===== config.mk =====
export PLATFORM = sky130hd
export DESIGN_NAME = ram_loader
export DESIGN_NICKNAME = d
export VERILOG_FILES = /design/src/rtl/ram_loader.sv
export SDC_FILE = /design/constraint.sdc
export NUM_CORES = 1
export LEC_CHECK = 0
export ABC_AREA = 1
export BUFFER_PORTS_ARGS = -buffer_cell sky130_fd_sc_hd__buf_2
export CAP_MARGIN = 20
export CORE_MARGIN = 3
export CORE_UTILIZATION = 59
export CTS_BUF_LIST = sky130_fd_sc_hd__clkbuf_8
export DETAILED_ROUTE_END_ITERATION = 6
export PLACE_DENSITY = 0.89
export SYNTH_ARGS = -nofsm -noshare
export SYNTH_HDL_FRONTEND = slang
export SYNTH_SLANG_ARGS = --single-unit

===== constraint.sdc =====
create_clock -name clock -period 3.3 [get_ports clock]
set_clock_uncertainty 0.15 [all_clocks]
set_input_delay 0.33 -clock clock [delete_from_list [all_inputs] [get_ports clock]]
set_output_delay 0.33 -clock clock [all_outputs]
set_load 0.02 [all_outputs]

===== src/rtl/ram_loader.sv =====
// ram_loader: receives a byte stream made of a 16-bit big-endian word count
// followed by that many big-endian 16-bit words, and writes each word to
// consecutive RAM addresses starting at BASE_ADDR. Tracks words written and a
// running 16-bit checksum, and aborts to ERROR on an oversize count or when
// the sender stalls for TIMEOUT_CYCLES.
//
// Handshake: a byte moves on a rising clock edge only when rx_valid and
// rx_ready are both high; rx_ready is high only in LEN_HI, LEN_LO, DATA_HI and
// DATA_LO, and the sender may hold rx_valid/rx_data for as long as it likes.
module ram_loader #(
    parameter int BASE_ADDR      = 0,
    parameter int TIMEOUT_CYCLES = 1000000
) (
    input  logic        clock,
    input  logic        reset_n,
    input  logic        start,
    input  logic [7:0]  rx_data,
    input  logic        rx_valid,
    output logic        rx_ready,
    output logic [15:0] ram_in,
    output logic [13:0] ram_addr,
    output logic        ram_load,
    output logic        busy,
    output logic        done,
    output logic        error,
    output logic [14:0] words_written,
    output logic [15:0] checksum,
    output logic [3:0]  dbg_state
);

    typedef enum logic [3:0] {
        IDLE    = 4'd0,
        LEN_HI  = 4'd1,
        LEN_LO  = 4'd2,
        DATA_HI = 4'd3,
        DATA_LO = 4'd4,
        WRITE   = 4'd5,
        DONE    = 4'd6,
        ERROR   = 4'd7
    } state_t;

    localparam int              IDLE_W    = $clog2(TIMEOUT_CYCLES + 1);
    localparam logic [IDLE_W-1:0] IDLE_LAST = IDLE_W'(TIMEOUT_CYCLES - 1);
    localparam logic [13:0]     BASE      = 14'(BASE_ADDR);
    localparam logic [15:0]     MAX_WORDS = 16'd16384;

    state_t            state_q;
    logic [7:0]        len_hi_q;
    logic [15:0]       len_q;
    logic [7:0]        data_hi_q;
    logic [13:0]       addr_q;
    logic [IDLE_W-1:0] idle_q;
    logic [15:0]       ram_in_q;
    logic [13:0]       ram_addr_q;
    logic              ram_load_q;
    logic              rx_ready_q;
    logic              busy_q;
    logic              done_q;
    logic              error_q;
    logic [14:0]       words_q;
    logic [15:0]       checksum_q;

    logic              xfer_d;
    logic [15:0]       len_d;
    logic [15:0]       word_d;
    logic [14:0]       words_d;
    logic              last_word_d;
    logic              timeout_d;

    // Byte-level helpers shared by the state machine.
    always_comb begin
        xfer_d      = rx_valid & rx_ready_q;
        len_d       = {len_hi_q, rx_data};
        word_d      = {data_hi_q, rx_data};
        words_d     = words_q + 15'd1;
        last_word_d = ({1'b0, words_d} == len_q);
        timeout_d   = (idle_q == IDLE_LAST);
    end

    // Load-session state machine with registered handshake and status outputs.
    always_ff @(posedge clock or negedge reset_n) begin
        if (!reset_n) begin
            state_q    <= IDLE;
            len_hi_q   <= '0;
            len_q      <= '0;
            data_hi_q  <= '0;
            addr_q     <= '0;
            idle_q     <= '0;
            ram_in_q   <= '0;
            ram_addr_q <= '0;
            ram_load_q <= 1'b0;
            rx_ready_q <= 1'b0;
            busy_q     <= 1'b0;
            done_q     <= 1'b0;
            error_q    <= 1'b0;
            words_q    <= '0;
            checksum_q <= '0;
        end else begin
            case (state_q)
                IDLE, DONE, ERROR: begin
                    if (start) begin
                        state_q    <= LEN_HI;
                        done_q     <= 1'b0;
                        error_q    <= 1'b0;
                        words_q    <= '0;
                        checksum_q <= '0;
                        addr_q     <= BASE;
                        idle_q     <= '0;
                        rx_ready_q <= 1'b1;
                        busy_q     <= 1'b1;
                    end
                end

                LEN_HI, LEN_LO, DATA_HI, DATA_LO: begin
                    if (!xfer_d) begin
                        // Sender stalled: count idle cycles, abort on the limit.
                        if (timeout_d) begin
                            state_q    <= ERROR;
                            error_q    <= 1'b1;
                            busy_q     <= 1'b0;
                            rx_ready_q <= 1'b0;
                            idle_q     <= '0;
                        end else begin
                            idle_q <= idle_q + IDLE_W'(1);
                        end
                    end else begin
                        idle_q <= '0;
                        case (state_q)
                            LEN_HI: begin
                                len_hi_q <= rx_data;
                                state_q  <= LEN_LO;
                            end
                            LEN_LO: begin
                                len_q <= len_d;
                                if (len_d == 16'd0) begin
                                    state_q    <= DONE;
                                    done_q     <= 1'b1;
                                    busy_q     <= 1'b0;
                                    rx_ready_q <= 1'b0;
                                end else if (len_d > MAX_WORDS) begin
                                    state_q    <= ERROR;
                                    error_q    <= 1'b1;
                                    busy_q     <= 1'b0;
                                    rx_ready_q <= 1'b0;
                                end else begin
                                    state_q <= DATA_HI;
                                end
                            end
                            DATA_HI: begin
                                data_hi_q <= rx_data;
                                state_q   <= DATA_LO;
                            end
                            default: begin
                                // DATA_LO: word complete, present it for one write cycle.
                                state_q    <= WRITE;
                                ram_load_q <= 1'b1;
                                ram_in_q   <= word_d;
                                ram_addr_q <= addr_q;
                                rx_ready_q <= 1'b0;
                            end
                        endcase
                    end
                end

                WRITE: begin
                    ram_load_q <= 1'b0;
                    addr_q     <= addr_q + 14'd1;
                    words_q    <= words_d;
                    checksum_q <= checksum_q + ram_in_q;
                    idle_q     <= '0;
                    if (last_word_d) begin
                        state_q <= DONE;
                        done_q  <= 1'b1;
                        busy_q  <= 1'b0;
                    end else begin
                        state_q    <= DATA_HI;
                        rx_ready_q <= 1'b1;
                    end
                end

                default: begin
                    state_q    <= IDLE;
                    ram_load_q <= 1'b0;
                    rx_ready_q <= 1'b0;
                    busy_q     <= 1'b0;
                end
            endcase
        end
    end

    assign rx_ready      = rx_ready_q;
    assign ram_in        = ram_in_q;
    assign ram_addr      = ram_addr_q;
    assign ram_load      = ram_load_q;
    assign busy          = busy_q;
    assign done          = done_q;
    assign error         = error_q;
    assign words_written = words_q;
    assign checksum      = checksum_q;
    assign dbg_state     = state_q;

endmodule


==> results of run 1 <==
==> power by group <==
group / internal [mW] / leakage (nW) / switching [mW]
clock: 0.780 / 0.203 / 0.652
sequential: 2.10 / 1.79 / 0.396
combinational: 0.857 / 2.25 / 1.80
==> cell usage in the layout, fill, tap and decap left out, types with 2 or more instances in the layout <==
| cell | n |
|---|---|
| inv_2 | 5 |
| inv_1 | 113 |
| nand3b_1 | 3 |
| a31oi_1 | 4 |
| a22o_1 | 2 |
| nor3_1 | 18 |
| nor4_1 | 4 |
| nand2_4 | 3 |
| a211oi_1 | 2 |
| nor2_4 | 2 |
| xor2_1 | 5 |
| a21o_1 | 2 |
| buf_4 | 8 |
| nand2_2 | 6 |
| nand2_1 | 238 |
| nor2_2 | 9 |
| nor2_1 | 75 |
| clkinv_2 | 5 |
| buf_2 | 79 |
| o21ai_1 | 11 |
| nand3_1 | 66 |
| dfrtp_1 | 135 |
| bufinv_16 | 3 |
| ha_1 | 18 |
| clkinvlp_4 | 4 |
| nand4_1 | 16 |
| o32ai_1 | 4 |
| nand3_2 | 3 |
| clkbuf_8 | 19 |
| o22ai_1 | 13 |
| o21ai_0 | 84 |
| mux2_2 | 9 |
| nor3_2 | 2 |
| o21bai_1 | 2 |
| xnor2_1 | 3 |
| a21oi_1 | 40 |
==> path summary, 6_finish.rpt <==
kind                                               start                        to  slack (ns)  cells past startpoint
worst min register to register  ram_addr[13]$_DFFE_PN0P_  ram_addr[13]$_DFFE_PN0P_        0.34                      2
min in group asynchronous                        reset_n  checksum[14]$_DFFE_PN0P_        0.32                      2
worst max register to register     ram_in[0]$_DFFE_PN0P_  checksum[12]$_DFFE_PN0P_        0.80                     11
worst min-delay path                          rx_data[7]      len_q[7]$_DFFE_PN0P_        0.11                      3
max in group asynchronous                        reset_n  ram_addr[12]$_DFFE_PN0P_        1.90                      3
worst max-delay path               ram_in[0]$_DFFE_PN0P_  checksum[12]$_DFFE_PN0P_        0.80                     11
==> per-layer routing <==
layer  GRT usage [%]  up-vias
met5               0        -
met4           12.08        0
met1           36.14     3172
li1                -     3246
met3           5.861       54
met2           43.89      260
==> worst max-delay path, cell delays in order (launching register included) <==
cell and delay [ns]:
dfrtp_1 0.41, ha_1 0.23, fa_1 0.41, nand3_1 0.09
nand3_1 0.11, a21oi_1 0.41, o21bai_1 0.20, nand3_1 0.10
nand2_1 0.06, a21oi_1 0.12, o21ai_0 0.09, nand2_1 0.06
==> sequential cells by signal, indices dropped and copies added (netlist names) <==
name / flops
words_written: 15
len_q: 16
addr_q: 14
len_hi_q: 8
busy: 1
data_hi_q: 8
ram_in: 16
error: 1
dbg_state: 3
checksum: 16
done: 1
idle_q: 20
ram_addr: 14
rx_ready: 1
ram_load: 1
==> cell families after synthesis <==
group / share of synthesized area, %
flip-flops: 46.29
other: 0.05138
XOR/XNOR: 1.286
multiplexers: 1.526
buffers and inverters: 7.561
AO/OA/AOI/OAI: 12.62
adder cells (fa/ha/maj): 3.360
AND/OR/NAND/NOR: 27.31
==> layout make-up <==
cell class	instances	area [sq um]	share of cell area (%)
sequential	135	3378	40.75
inverter	118	442.9	5.343
multi-input combinational	657	3371	40.66
clock inverter	13	153.9	1.857
tap	164	205.2	2.475
timing repair buffer	89	476.7	5.751
clock buffer	19	261.5	3.155
==> per-stage QoR <==
step | total power, mW | instances | util, %
2_1_floorplan | 4.319 | 932 | -
3_3_place_gp | 5.019 | 1162 | 66.87
3_5_place_dp | 5.115 | 1162 | 66.87
4_1_cts | 6.576 | 1195 | 70.49
5_1_grt | 7.037 | 1195 | 70.49
6_report | 6.586 | 1195 | 70.49
==> what timing repair did <==
action | CTS | global route
hold buffers | 1 | 0
hold endpoints to repair | 75 | 0
gates resized for setup | 0 | 0
==> results.md, run 1 <==
* Met3 routed WL at 1109 um
* Crit path max fanout at 4
* PortBufs at 80
* Share of the synthesized area in the top cell type at 46.29%
* Async S/R FF share, synth at 100.0%
* Slew @ Worst Pin at 0.8636 ns
* Buffer count from post-CTS setup fixing at 0
* Final WS setup at 0.7986 ns
* Hold Path Class: input port to flip-flop
* Largest net degree at the start of global routing at 79
* Yosys warns at 0
* Hold Violations, Final at 0
* Antenna cells at 0
* WL final at 17910 um
* Chip height at 117.2 um
* Placement Rows at 39
* DIE AREA at 13740 sq um
* Outcome: finished clean
* CP Class: flip-flop to flip-flop
* Synth Cell Area at 7298 sq um
* Die width at 117.2 um
* Initial Utilization at 62.06%
* Top Layer Used: met4
* Number of synthesized flops with an enable pin at 0
* Fmax at 0.3998 GHz
* Share of cells above drive strength 1 at 15.71%
* Top cell type by total area after synthesis: dfrtp_1
* Cts bufs inserted at 17
* DR pass1 iterations at 5
* Synth Register Bits at 135
* Ranking of synthesized cells by area: dfrtp_1 (46%), nand2_1 (12%), inv_1 (5.8%)
* Post-synth top cells: nand2_1 (238), dfrtp_1 (135), inv_1 (113), o21ai_0 (84), nor2_1 (76)
* Setup TNS at 0 ns
* RSZ-0062 raised after global routing: false
* Worst hold margin at 0.1083 ns
* Number of global-route vias before repair at 6346
* Critical Path RT at 3.54 ns
* Fillers at 928
* Vias at 6732
* Nets@finish at 1049
* Root Driver: clkbuf_8
* Antenna violations before repair at 0
* Main flop type after synthesis: dfrtp_1
* Grt ovf at 0
* DR vias/cell at 5.633
* Avg Cell Area, Syn at 7.831 sq um
* Max_cap viols at 0
* Area growth from synthesis to layout at 13.58%
* Maximum clock path buffer count at 2
* Worst ir drop on vdd at 0.4156 mV
* Worst-path clk slew at 0.08 ns
* Power Density at 794.6 nW/um^2
* H-tree depth at 4
* Min Tclk post-route at 2.501 ns
* Cell area after layout at 8289 sq um
* Synthesized Nets at 963
* Worst EP arrival at 2.74 ns
* Placement Setup Slack at 0.8909 ns
* DRT antenna net count at 0
* Metal-1 WL at 7693 um
* CTS tree: done
* Dpl hpwl at 12830 um
* # IOs at 82
* Gpl congestion at 0.9173
* DRC viols at 0
* Metal2 WL at 8528 um
* Most frequent cell after synthesis: nand2_1
* First DRT Iteration DRCs at 655
* Fin. max-slew vios at 0
* Total Routing Usage GR at 27.44%
* Worst Setup Start Kind: flip-flop
* Pleak at 4.250 nW
* WL/cell at 14.98 um
* Core area at 11760 sq um
* Register area share after synthesis at 46.29%
* Fin crit share at 75.80%
* Crit path capture type: flip-flop
* CTS sink count at 135
* Cell variety after synth at 47
* Clk Latency, worst-skew pair at 0.45 ns
* Slew HR at 42.28%
* Post-DP Area at 7864 sq um
* Final setup viols at 0
* First-pass GRT wire length at 29860 um
* Synth Instances at 932
No activity file was read; power rests on OpenSTA's default activity.
==> inputs of run 2 (changes only) <==
--- a/config.mk
+++ b/config.mk
@@ -9,10 +9,10 @@
 export BUFFER_PORTS_ARGS = -buffer_cell sky130_fd_sc_hd__buf_2
 export CAP_MARGIN = 20
 export CORE_MARGIN = 3
-export CORE_UTILIZATION = 59
+export CORE_UTILIZATION = 55
 export CTS_BUF_LIST = sky130_fd_sc_hd__clkbuf_8
 export DETAILED_ROUTE_END_ITERATION = 6
-export PLACE_DENSITY = 0.89
+export PLACE_DENSITY = 0.88
 export SYNTH_ARGS = -nofsm -noshare
 export SYNTH_HDL_FRONTEND = slang
 export SYNTH_SLANG_ARGS = --single-unit
==> constraint.sdc (replaced) <==
create_clock -name clock -period 2.15 [get_ports clock]
set_clock_uncertainty 0.15 [all_clocks]
set_input_delay 0.215 -clock clock [delete_from_list [all_inputs] [get_ports clock]]
set_output_delay 0.215 -clock clock [all_outputs]
set_load 0.02 [all_outputs]
==> run 2 against run 1 <==
- the run now ends with DRC, setup timing left
- design area up 7.3%
- critical path depth up 3
- non-clock buffer count up 39
- cell count up 3.8%
- clock power up 57%
- hold slack worse by 0.062 ns
- utilization down 0.87 points
- worst setup slack worse by 0.86 ns
- sequential power up 56%
- global-route usage down 1.6 points
- via count up 4.7%
- maximum frequency up 13%
- critical endpoint is now done$_DFFE_PN0P_
- largest cell class is now multi-input gates
- largest power group unchanged
==> results.md, run 2 (synthesis gave the netlist of run 1 again) <==
* Outcome: finished with violations
* Failing checks: DRC, setup timing
* PortBufs at 80
* CP Class: flip-flop to flip-flop
* Gpl congestion at 0.9533
* Fin. max-slew vios at 0
* First-pass GRT wire length at 30430 um
* Post-DP Area at 8100 sq um
* Worst-path clk slew at 0.08 ns
* WL final at 19890 um
* Cts bufs inserted at 17
* Crit path max fanout at 4
* Critical Path RT at 2.33 ns
* Largest net degree at the start of global routing at 57
* Largest register FFs at 20
* DR vias/cell at 5.681
* Slew HR at 64.67%
* Top reg by flops: idle_q
* Commonest cells after routing, fill and taps aside: nand2_1 (233), dfrtp_1 (129), inv_1 (114), o21ai_0 (81), buf_2 (79)
* Clk Latency, worst-skew pair at 0.44 ns
* Worst Setup Start Kind: flip-flop
* Cell internal pwr at 6.239 mW
* Total Routing Usage GR at 25.85%
* Nets@finish at 1088
* RSZ-0062 raised after global routing: true
* Cell Count, Final, Fillers Out at 1241
* DRT antenna net count at 0
* Worst ir drop on vdd at 0.7294 mV
* DRC viols at 1
* Core area at 12770 sq um
* Pleak at 4.505 nW
* CTS sink count at 135
* Cell area after layout at 8892 sq um
* Flop pwr share at 35.7%
* Max_cap viols at 0
* DR pass1 iterations at 7
* WHS Endpoint: len_q[0]$_DFFE_PN0P_
* CTS tree: done
* Maximum clock path buffer count at 2
* Fillers at 929
* Final setup viols at 4
* Initial Utilization at 57.14%
* Crit path cell chain: ha_4 -> nand2_2 -> nor2_4 -> nand2_1 -> nand2_1 -> nand2_1 -> nand2_1 -> nand2_1 -> nor3_2 -> nand3_1 -> nand2_2 -> nand2_1 -> nand2_1 -> nand2_1
* Hold Violations, Final at 0
* Comb pwr share at 43.6%
* Area growth from synthesis to layout at 21.84%
* Chip height at 121.2 um
* DIE AREA at 14690 sq um
* Worst Min Path Start: rx_data[0]
* Hold Path Class: input port to flip-flop
* Number of global-route vias before repair at 6384
* Slowest stage delay, CP at 0.44 ns
* Root Driver: clkbuf_8
* RR Startpoint: words_written[1]$_DFFE_PN0P_
* Reg-to-reg critical path endpoint: done$_DFFE_PN0P_
* Share of cells above drive strength 1 at 22.64%
* Fmax at 0.4524 GHz
* Switching Fraction at 42.68%
* Fin crit share at 102.8%
* First DRT Iteration DRCs at 702
* # IOs at 82
* Reg2Reg Setup Slack at -0.06 ns
* Placement Rows at 41
* Min Tclk post-route at 2.210 ns
* Final WS setup at -0.06044 ns
* Die width at 121.2 um
* Cell count after placement at 1194
* Vias at 7050
* Switching pwr at 4.645 mW
* WL/cell at 16.02 um
* Grt ovf at 0
* Worst EP arrival at 2.39 ns
* Antenna violations before repair at 0
* Most frequent CP cell: nand2_1
* Clock power share at 20.7%
* Most common cell after layout, fill and taps aside: nand2_1
* Hold Path Depth at 4
* Critical path's slowest cell: dfrtp_1
* Dpl hpwl at 13080 um
* Depth of the worst register-to-register path at 14
* Crit path capture type: flip-flop
* Antenna cells at 0
* Power Density at 1224 nW/um^2
* Slew @ Worst Pin at 0.5300 ns
* H-tree depth at 4
[run 2: cell types whose count changed in the layout (fill, tap and decap cells not counted), sizes merged]
cell,before,now
clkinvlp,4,0
inv,118,119
clkinv,6,5
buf,88,126
dlygate4sd3,1,2
clkbuf,19,22
[run 2: area by class of cell]
| cell class | count | area [sq um] | area share (%) |
|---|---|---|---|
| well taps | 172 | 215.2 | 2.420 |
| repair buffers | 128 | 824.5 | 9.273 |
| inverters | 118 | 445.4 | 5.009 |
| multi-input cells | 657 | 3596 | 40.44 |
| clock buffers | 22 | 302.8 | 3.405 |
| clock inverters | 9 | 122.6 | 1.379 |
| flip-flops and latches | 135 | 3386 | 38.08 |
[run 2: worst max-delay path: cells and delay by family, from the launching register on]
| family | cells | cell delay, ns |
|---|---|---|
| adder cells (fa/ha/maj) | 1 | 0.19 |
| flip-flops | 1 | 0.44 |
| AND/OR/NAND/NOR | 13 | 1.32 |
[run 2: power groups by stage]
stage / combinational [mW] / sequential [mW] / clock (mW)
finish: 4.75 / 3.89 / 2.25
global route: 5.25 / 3.96 / 2.38
CTS: 4.26 / 3.80 / 2.25
detailed placement: 4.20 / 3.84 / 0
global placement: 4.09 / 3.82 / 0
floorplan: 2.49 / 4.15 / 0
[run 2: how the worst max path moves through the flow]
stage / start / slack (ns) / endpoint
6_report: words_written[1]$_DFFE_PN0P_ / -0.06 / done$_DFFE_PN0P_
2_1_floorplan: ram_in[0]$_DFFE_PN0P_ / 0.02 / checksum[12]$_DFFE_PN0P_
3_3_place_gp: ram_in[0]$_DFFE_PN0P_ / 0.02 / checksum[12]$_DFFE_PN0P_
5_1_grt: words_written[1]$_DFFE_PN0P_ / -0.20 / done$_DFFE_PN0P_
3_5_place_dp: ram_in[0]$_DFFE_PN0P_ / -0.02 / checksum[12]$_DFFE_PN0P_
4_1_cts: ram_in[0]$_DFFE_PN0P_ / 0.0007 / checksum[12]$_DFFE_PN0P_
[run 2: routing by layer]
layer / GRT usage [%] / wire (um) / vias to the layer above
met5: 0 / 0 / -
met4: 8.403 / 652 / 0
met3: 5.641 / 1347 / 70
met2: 43.45 / 9898 / 337
met1: 33.46 / 7988 / 3320
li1: - / - / 3323
[run 2: timing repair]
action / CTS / global route
setup endpoints to repair: 7 / 25
gates resized for setup: 1 / 57
setup buffers: 1 / 14
hold buffers: 2 / 0
endpoints found under the hold margin: 58 / 0
pin swaps: 2 / 20
[run 2: per-stage QoR]
stage / setup TNS (ns) / hold slack (ns) / power, mW / worst slack (ns) / utilization (%)
after global placement: 0 / 0.05808 / 7.906 / 0.02384 / 63.41
after floorplan: 0 / -0.2306 / 6.638 / 0.01904 / -
after global routing: -1.276 / 0.03834 / 11.59 / -0.1997 / 69.62
final: -0.1767 / 0.04635 / 10.88 / -0.06044 / 69.62
after CTS: 0 / 0.03630 / 10.31 / 0.0007465 / 66.98
after detailed placement: -0.01772 / 0.06462 / 8.041 / -0.01772 / 63.41
